$ cat src/rtl/spi_reg_writer.sv
// spi_reg_writer
// Serialises one register write per accepted start request as a 16-bit SPI
// mode-0 frame: write flag (1), 7-bit address, 8-bit data, MSB first.
// sclk idles low, data is launched on sclk falling edges, and cs is active low.
// Each frame is followed by a CS_GAP-cycle gap with cs high. After the gap,
// done pulses for one cycle.
//
// Parameters
//   HALF_PERIOD  clk cycles per sclk half-period (2..255)
//   CS_GAP       clk cycles cs is held high after a frame before done (1..255)
//
// Ports
//   clk    in   system clock, all logic on its rising edge
//   rst_n  in   synchronous active-low reset
//   start  in   request a write frame; only looked at while busy=0
//   addr   in   [6:0] register address, captured on acceptance
//   wdata  in   [7:0] register data, captured on acceptance
//   sclk   out  serial clock (idle low)
//   cs     out  chip select, active low (idle high)
//   sdi    out  serial data to the peripheral (idle low)
//   busy   out  high while a frame or its trailing gap is in progress
//   done   out  one-cycle pulse once frame and gap have completed
module spi_reg_writer #(
  parameter int HALF_PERIOD = 4,
  parameter int CS_GAP      = 4
) (
  input  logic       clk,
  input  logic       rst_n,
  input  logic       start,
  input  logic [6:0] addr,
  input  logic [7:0] wdata,
  output logic       sclk,
  output logic       cs,
  output logic       sdi,
  output logic       busy,
  output logic       done
);

  // One shared cycle counter serves both the sclk half-periods and the cs gap.
  localparam int MAX_CNT = (HALF_PERIOD > CS_GAP) ? HALF_PERIOD : CS_GAP;
  localparam int CNT_W   = $clog2(MAX_CNT + 1);

  localparam logic [CNT_W-1:0] HP_LAST  = CNT_W'(HALF_PERIOD - 1);
  localparam logic [CNT_W-1:0] GAP_LAST = CNT_W'(CS_GAP - 1);
  localparam logic [CNT_W-1:0] CNT_ONE  = CNT_W'(1);
  localparam logic [4:0]       LAST_BIT = 5'd15;

  localparam logic [2:0] S_IDLE     = 3'd0;
  localparam logic [2:0] S_SETUP    = 3'd1;
  localparam logic [2:0] S_SCK_HIGH = 3'd2;
  localparam logic [2:0] S_SCK_LOW  = 3'd3;
  localparam logic [2:0] S_HOLD     = 3'd4;
  localparam logic [2:0] S_GAP      = 3'd5;

  logic [2:0]       state_q, state_d;
  logic [CNT_W-1:0] cnt_q, cnt_d;
  logic [4:0]       bit_q, bit_d;
  logic [15:0]      shift_q, shift_d;
  logic             sclk_q, sclk_d;
  logic             cs_q, cs_d;
  logic             sdi_q, sdi_d;
  logic             busy_q, busy_d;
  logic             done_q, done_d;

  logic             phase_end;
  logic             frame_active;

  always_comb begin
    state_d      = state_q;
    cnt_d        = cnt_q;
    bit_d        = bit_q;
    shift_d      = shift_q;
    done_d       = 1'b0;
    phase_end    = (cnt_q == HP_LAST);

    case (state_q)
      S_IDLE: begin
        // The done cycle is itself IDLE, so a start held high there
        // launches the next frame straight away.
        if (start) begin
          state_d = S_SETUP;
          cnt_d   = '0;
          bit_d   = '0;
          shift_d = {1'b1, addr, wdata};
        end
      end

      S_SETUP: begin
        if (phase_end) begin
          state_d = S_SCK_HIGH;
          cnt_d   = '0;
        end else begin
          cnt_d = cnt_q + CNT_ONE;
        end
      end

      S_SCK_HIGH: begin
        if (phase_end) begin
          cnt_d = '0;
          bit_d = bit_q + 5'd1;
          if (bit_q == LAST_BIT) begin
            // The last bit stays on sdi through HOLD, so the register does not shift.
            state_d = S_HOLD;
          end else begin
            // Shifting here makes the next bit appear in the first
            // SCK_LOW cycle, which launches it on the falling edge.
            state_d = S_SCK_LOW;
            shift_d = {shift_q[14:0], 1'b0};
          end
        end else begin
          cnt_d = cnt_q + CNT_ONE;
        end
      end

      S_SCK_LOW: begin
        if (phase_end) begin
          state_d = S_SCK_HIGH;
          cnt_d   = '0;
        end else begin
          cnt_d = cnt_q + CNT_ONE;
        end
      end

      S_HOLD: begin
        if (phase_end) begin
          state_d = S_GAP;
          cnt_d   = '0;
        end else begin
          cnt_d = cnt_q + CNT_ONE;
        end
      end

      S_GAP: begin
        if (cnt_q == GAP_LAST) begin
          state_d = S_IDLE;
          cnt_d   = '0;
          bit_d   = '0;
          shift_d = '0;
          done_d  = 1'b1;
        end else begin
          cnt_d = cnt_q + CNT_ONE;
        end
      end

      default: begin
        state_d = S_IDLE;
        cnt_d   = '0;
        bit_d   = '0;
        shift_d = '0;
      end
    endcase

    // Outputs are decoded from the next state and then registered.
    // They line up with the state and have no input-to-output combinational path.
    frame_active = (state_d == S_SETUP) || (state_d == S_SCK_HIGH) ||
                   (state_d == S_SCK_LOW) || (state_d == S_HOLD);
    sclk_d = (state_d == S_SCK_HIGH);
    cs_d   = ~frame_active;
    sdi_d  = frame_active & shift_d[15];
    busy_d = (state_d != S_IDLE);
  end

  always_ff @(posedge clk) begin
    if (!rst_n) begin
      state_q <= S_IDLE;
      cnt_q   <= '0;
      bit_q   <= '0;
      shift_q <= '0;
      sclk_q  <= 1'b0;
      cs_q    <= 1'b1;
      sdi_q   <= 1'b0;
      busy_q  <= 1'b0;
      done_q  <= 1'b0;
    end else begin
      state_q <= state_d;
      cnt_q   <= cnt_d;
      bit_q   <= bit_d;
      shift_q <= shift_d;
      sclk_q  <= sclk_d;
      cs_q    <= cs_d;
      sdi_q   <= sdi_d;
      busy_q  <= busy_d;
      done_q  <= done_d;
    end
  end

  assign sclk = sclk_q;
  assign cs   = cs_q;
  assign sdi  = sdi_q;
  assign busy = busy_q;
  assign done = done_q;

endmodule

$ cat config.mk
export PLATFORM = sky130hd
export DESIGN_NAME = spi_reg_writer
export DESIGN_NICKNAME = d
export VERILOG_FILES = /design/src/rtl/spi_reg_writer.sv
export SDC_FILE = /design/constraint.sdc
export NUM_CORES = 1
export LEC_CHECK = 0
export ABC_AREA = 1
export CORE_MARGIN = 2
export CORE_UTILIZATION = 45
export DETAILED_ROUTE_END_ITERATION = 8
export PLACE_DENSITY = 0.75
export SETUP_SLACK_MARGIN = 0.05
export SYNTH_ARGS = -nofsm -noshare
export SYNTH_HDL_FRONTEND = slang
export SYNTH_SLANG_ARGS = --single-unit
$ cat constraint.sdc
create_clock -name clk -period 2.3 [get_ports clk]
set_clock_uncertainty 0.2 [all_clocks]
set_input_delay 0.69 -clock clk [delete_from_list [all_inputs] [get_ports clk]]
set_output_delay 0.69 -clock clk [all_outputs]
set_load 0.05 [all_outputs]
==> results of run 1 <==
-- worst max-delay path, stage by stage, from the launching register on --
cell	delay (ns)
dfxtp_1	0.35
ha_1	0.23
and3_1	0.21
ha_1	0.19
nor2_1	0.19
nand2_2	0.19
o21ai_0	0.19
nor2_1	0.07
nor2_1	0.11
-- power by group through the flow --
stage / clock network, mW / registers (mW) / logic [mW]
2_1_floorplan: 0 / 0.636 / 0.158
3_3_place_gp: 0 / 0.621 / 0.240
3_5_place_dp: 0 / 0.623 / 0.243
4_1_cts: 0.351 / 0.610 / 0.244
5_1_grt: 0.378 / 0.615 / 0.279
6_report: 0.338 / 0.610 / 0.242
-- final timing paths --
check / end
worst min-delay path: shift_q[0]$_SDFFE_PN0P_
worst min register to register: shift_q[0]$_SDFFE_PN0P_
worst max register to register: shift_q[2]$_SDFFE_PN0P_
worst max-delay path: shift_q[2]$_SDFFE_PN0P_
-- state kept, by name, indices dropped and copies added, names as in the netlist --
| register | cells |
|---|---|
| shift_q | 16 |
| bit_q | 5 |
| cnt_q | 3 |
| state_q | 3 |
| busy | 1 |
| cs | 1 |
| done | 1 |
| sclk | 1 |
| sdi | 1 |
-- what timing repair did --
action,in CTS,in global routing
endpoints found under the setup margin,0,12
gates resized for setup,0,1
hold buffers,0,0
-- stage by stage --
stage	power [mW]	instances	cell area [um^2]
4_1_cts	1.21	324	1950
5_1_grt	1.27	324	1950
3_5_place_dp	0.866	316	1880
6_report	1.19	324	1950
2_1_floorplan	0.794	251	1620
3_3_place_gp	0.861	316	1880
-- cells by family after synthesis --
family | synth area share
DFF | 0.395
adders and majority gates | 0.0309
xor gates and xnor gates | 0.0108
AOI/OAI and AO/OA | 0.0834
and+or+nand+nor | 0.376
buffers and inverters | 0.103
-- layout make-up --
cell class              instances  share of cell area
clock buffers                   7              0.0282
clock inverters                 1             0.00385
inverters                      33              0.0635
multi-input cells             179               0.418
flip-flops and latches         32               0.329
well taps                      46              0.0295
repair buffers                 26               0.128
-- layout by cell type, fill, tap and decap left out, drive strengths merged --
master	Yosys	layout
clkinv	1	1
buf	4	9
nand2	80	80
a21oi	8	8
nor2	46	46
xor2	2	2
a22oi	1	1
o21ai	15	15
inv	32	32
dfxtp	32	32
and3	2	2
clkinvlp	0	1
nand3	14	14
nor3	3	3
clkbuf	3	7
ha	4	4
o211ai	1	1
clkdlybuf4s50	0	17
nand4	3	3
-- layer usage --
metal	track usage	wire length, um
met4	0.0734	55
met5	0	0
met3	0.0528	140
met1	0.213	1510
met2	0.276	1430
==> impl_metrics.tcl, run 1 <==
set metrics [dict create \
    sequentialPowerShare 0.513 \
    antenna_found_initial 0 \
    period_share 0.857 \
    path_clk_slew_ns 0.10 \
    required_ns 2.38 \
    cp_max_fo 13 \
    rsz0062_at_grt "false" \
    setup_viol 0 \
    start_util 0.478 \
    place_ws_ns 0.0347 \
    cts_root_buf "clkbuf_4" \
    sw_frac_of_total 0.291 \
    r2r_cells 8 \
    syn-num-nets 273 \
    num_antenna_cells 0 \
    mappedNetlistArea_um2 1620 \
    synth_edf_count 0 \
    peakVddDrop_uv 347 \
    netlist_instances 251 \
    ys_ff_latch 32 \
    hold_start "shift_q[0]$_SDFFE_PN0P_" \
    clk_path_buf_depth 2 \
    cp-startpoint "bit_q[0]$_SDFFE_PN0P_" \
    cts_tree "built" \
    die_width_um 64.0 \
    wirelength_mm 3.14 \
    r2r-start "bit_q[0]$_SDFFE_PN0P_" \
    overflow 0 \
    period_minus_slack_ns 1.97 \
    nets 299 \
    max_cap_violations 0 \
    die-area_um2 4100 \
    crit_type "flop to flop" \
    drive_above_1_share 0.0935 \
    ys_warn_count 0 \
    grt_usage 0.172 \
    cts_setup_buffers 0 \
    hold_slack_ns 0.267 \
    async_flop_share 0 \
    regArea_um2 641 \
    maxSlewHeadroom 0.815 \
    synth_top_cell_area_share 0.395 \
    power_frac_comb 0.203 \
    die_y_um 64.0 \
    ys_types 23 \
    min_path_type "flop to flop" \
    dpl.hpwl_mm 2.27 \
    multiInputGateArea_um2 815 \
    fill_cells 321 \
    syn_area_per_cell_um2 6.46 \
    setup_ws_ns 0.329 \
    p_leak_nw 0.949 \
    slew_viol_final 0 \
    clock_latency_ns 0.34 \
    grt_max_degree 30 \
    p_sw_mw 0.346 \
    htree_levels 2 \
    p_int_mw 0.844 \
    numCtsBuffers 5 \
    avgRoutedWirePerCell_um 9.68 \
    ys_top_cells_by_count "nand2_1 (80), nor2_1 (42), dfxtp_1 (32)" \
    grt_pass1_vias 1310 \
    core-area_um2 3390 \
    fmax_mhz 507 \
    r2r_slack_ns 0.33 \
    yosysMostFrequentCell "nand2_1" \
    vias 1525 \
    yosysTopAreaCell "dfxtp_1" \
    grt_pass1_wl_mm 5.52 \
    postLayoutCoreUtil 0.575 \
    p_per_area_nw_per_um2 610 \
    pwr-share-clk 0.284 \
    ys_top_cells_by_area "dfxtp_1 (40%), nand2_1 (19%), nor2_1 (9.7%), inv_1 (6.7%), o21ai_0 (4.3%)" \
    min_path_cells 2 \
    port_buffers 22 \
    ant_nets 0 \
    finalHoldViolCount 0 \
    rows 21 \
    area_delta_synth_final_pct 20.3 \
    synth-main-ff-cell "dfxtp_1" \
    first_iter_violations 128 \
    cts.sinks 32 \
    drc 0 \
    worst_slew_pin_slew_ns 0.275 \
    setup_tns_ns 0 \
    outcome "completed" \
    critPathLaunchType "flop" \
    first_pass_iters 4 \
    vias_per_cell 4.71 \
    arrival_ns 2.05 \
    end_kind "flop" \
    ys_seq_area_frac 0.395 \
    globalplace.congestion 0.903 \
    ioPinCount 23 \
]
(Power assumes the default switching activity.)
==> inputs of run 2 (changes only) <==
- ABC_CLOCK_PERIOD_IN_PS: not set -> 2300
- SKIP_CTS_REPAIR_TIMING: not set -> 1
==> results of run 2 <==
No change in the layout: final DEF, timing and power equal those of run 1.
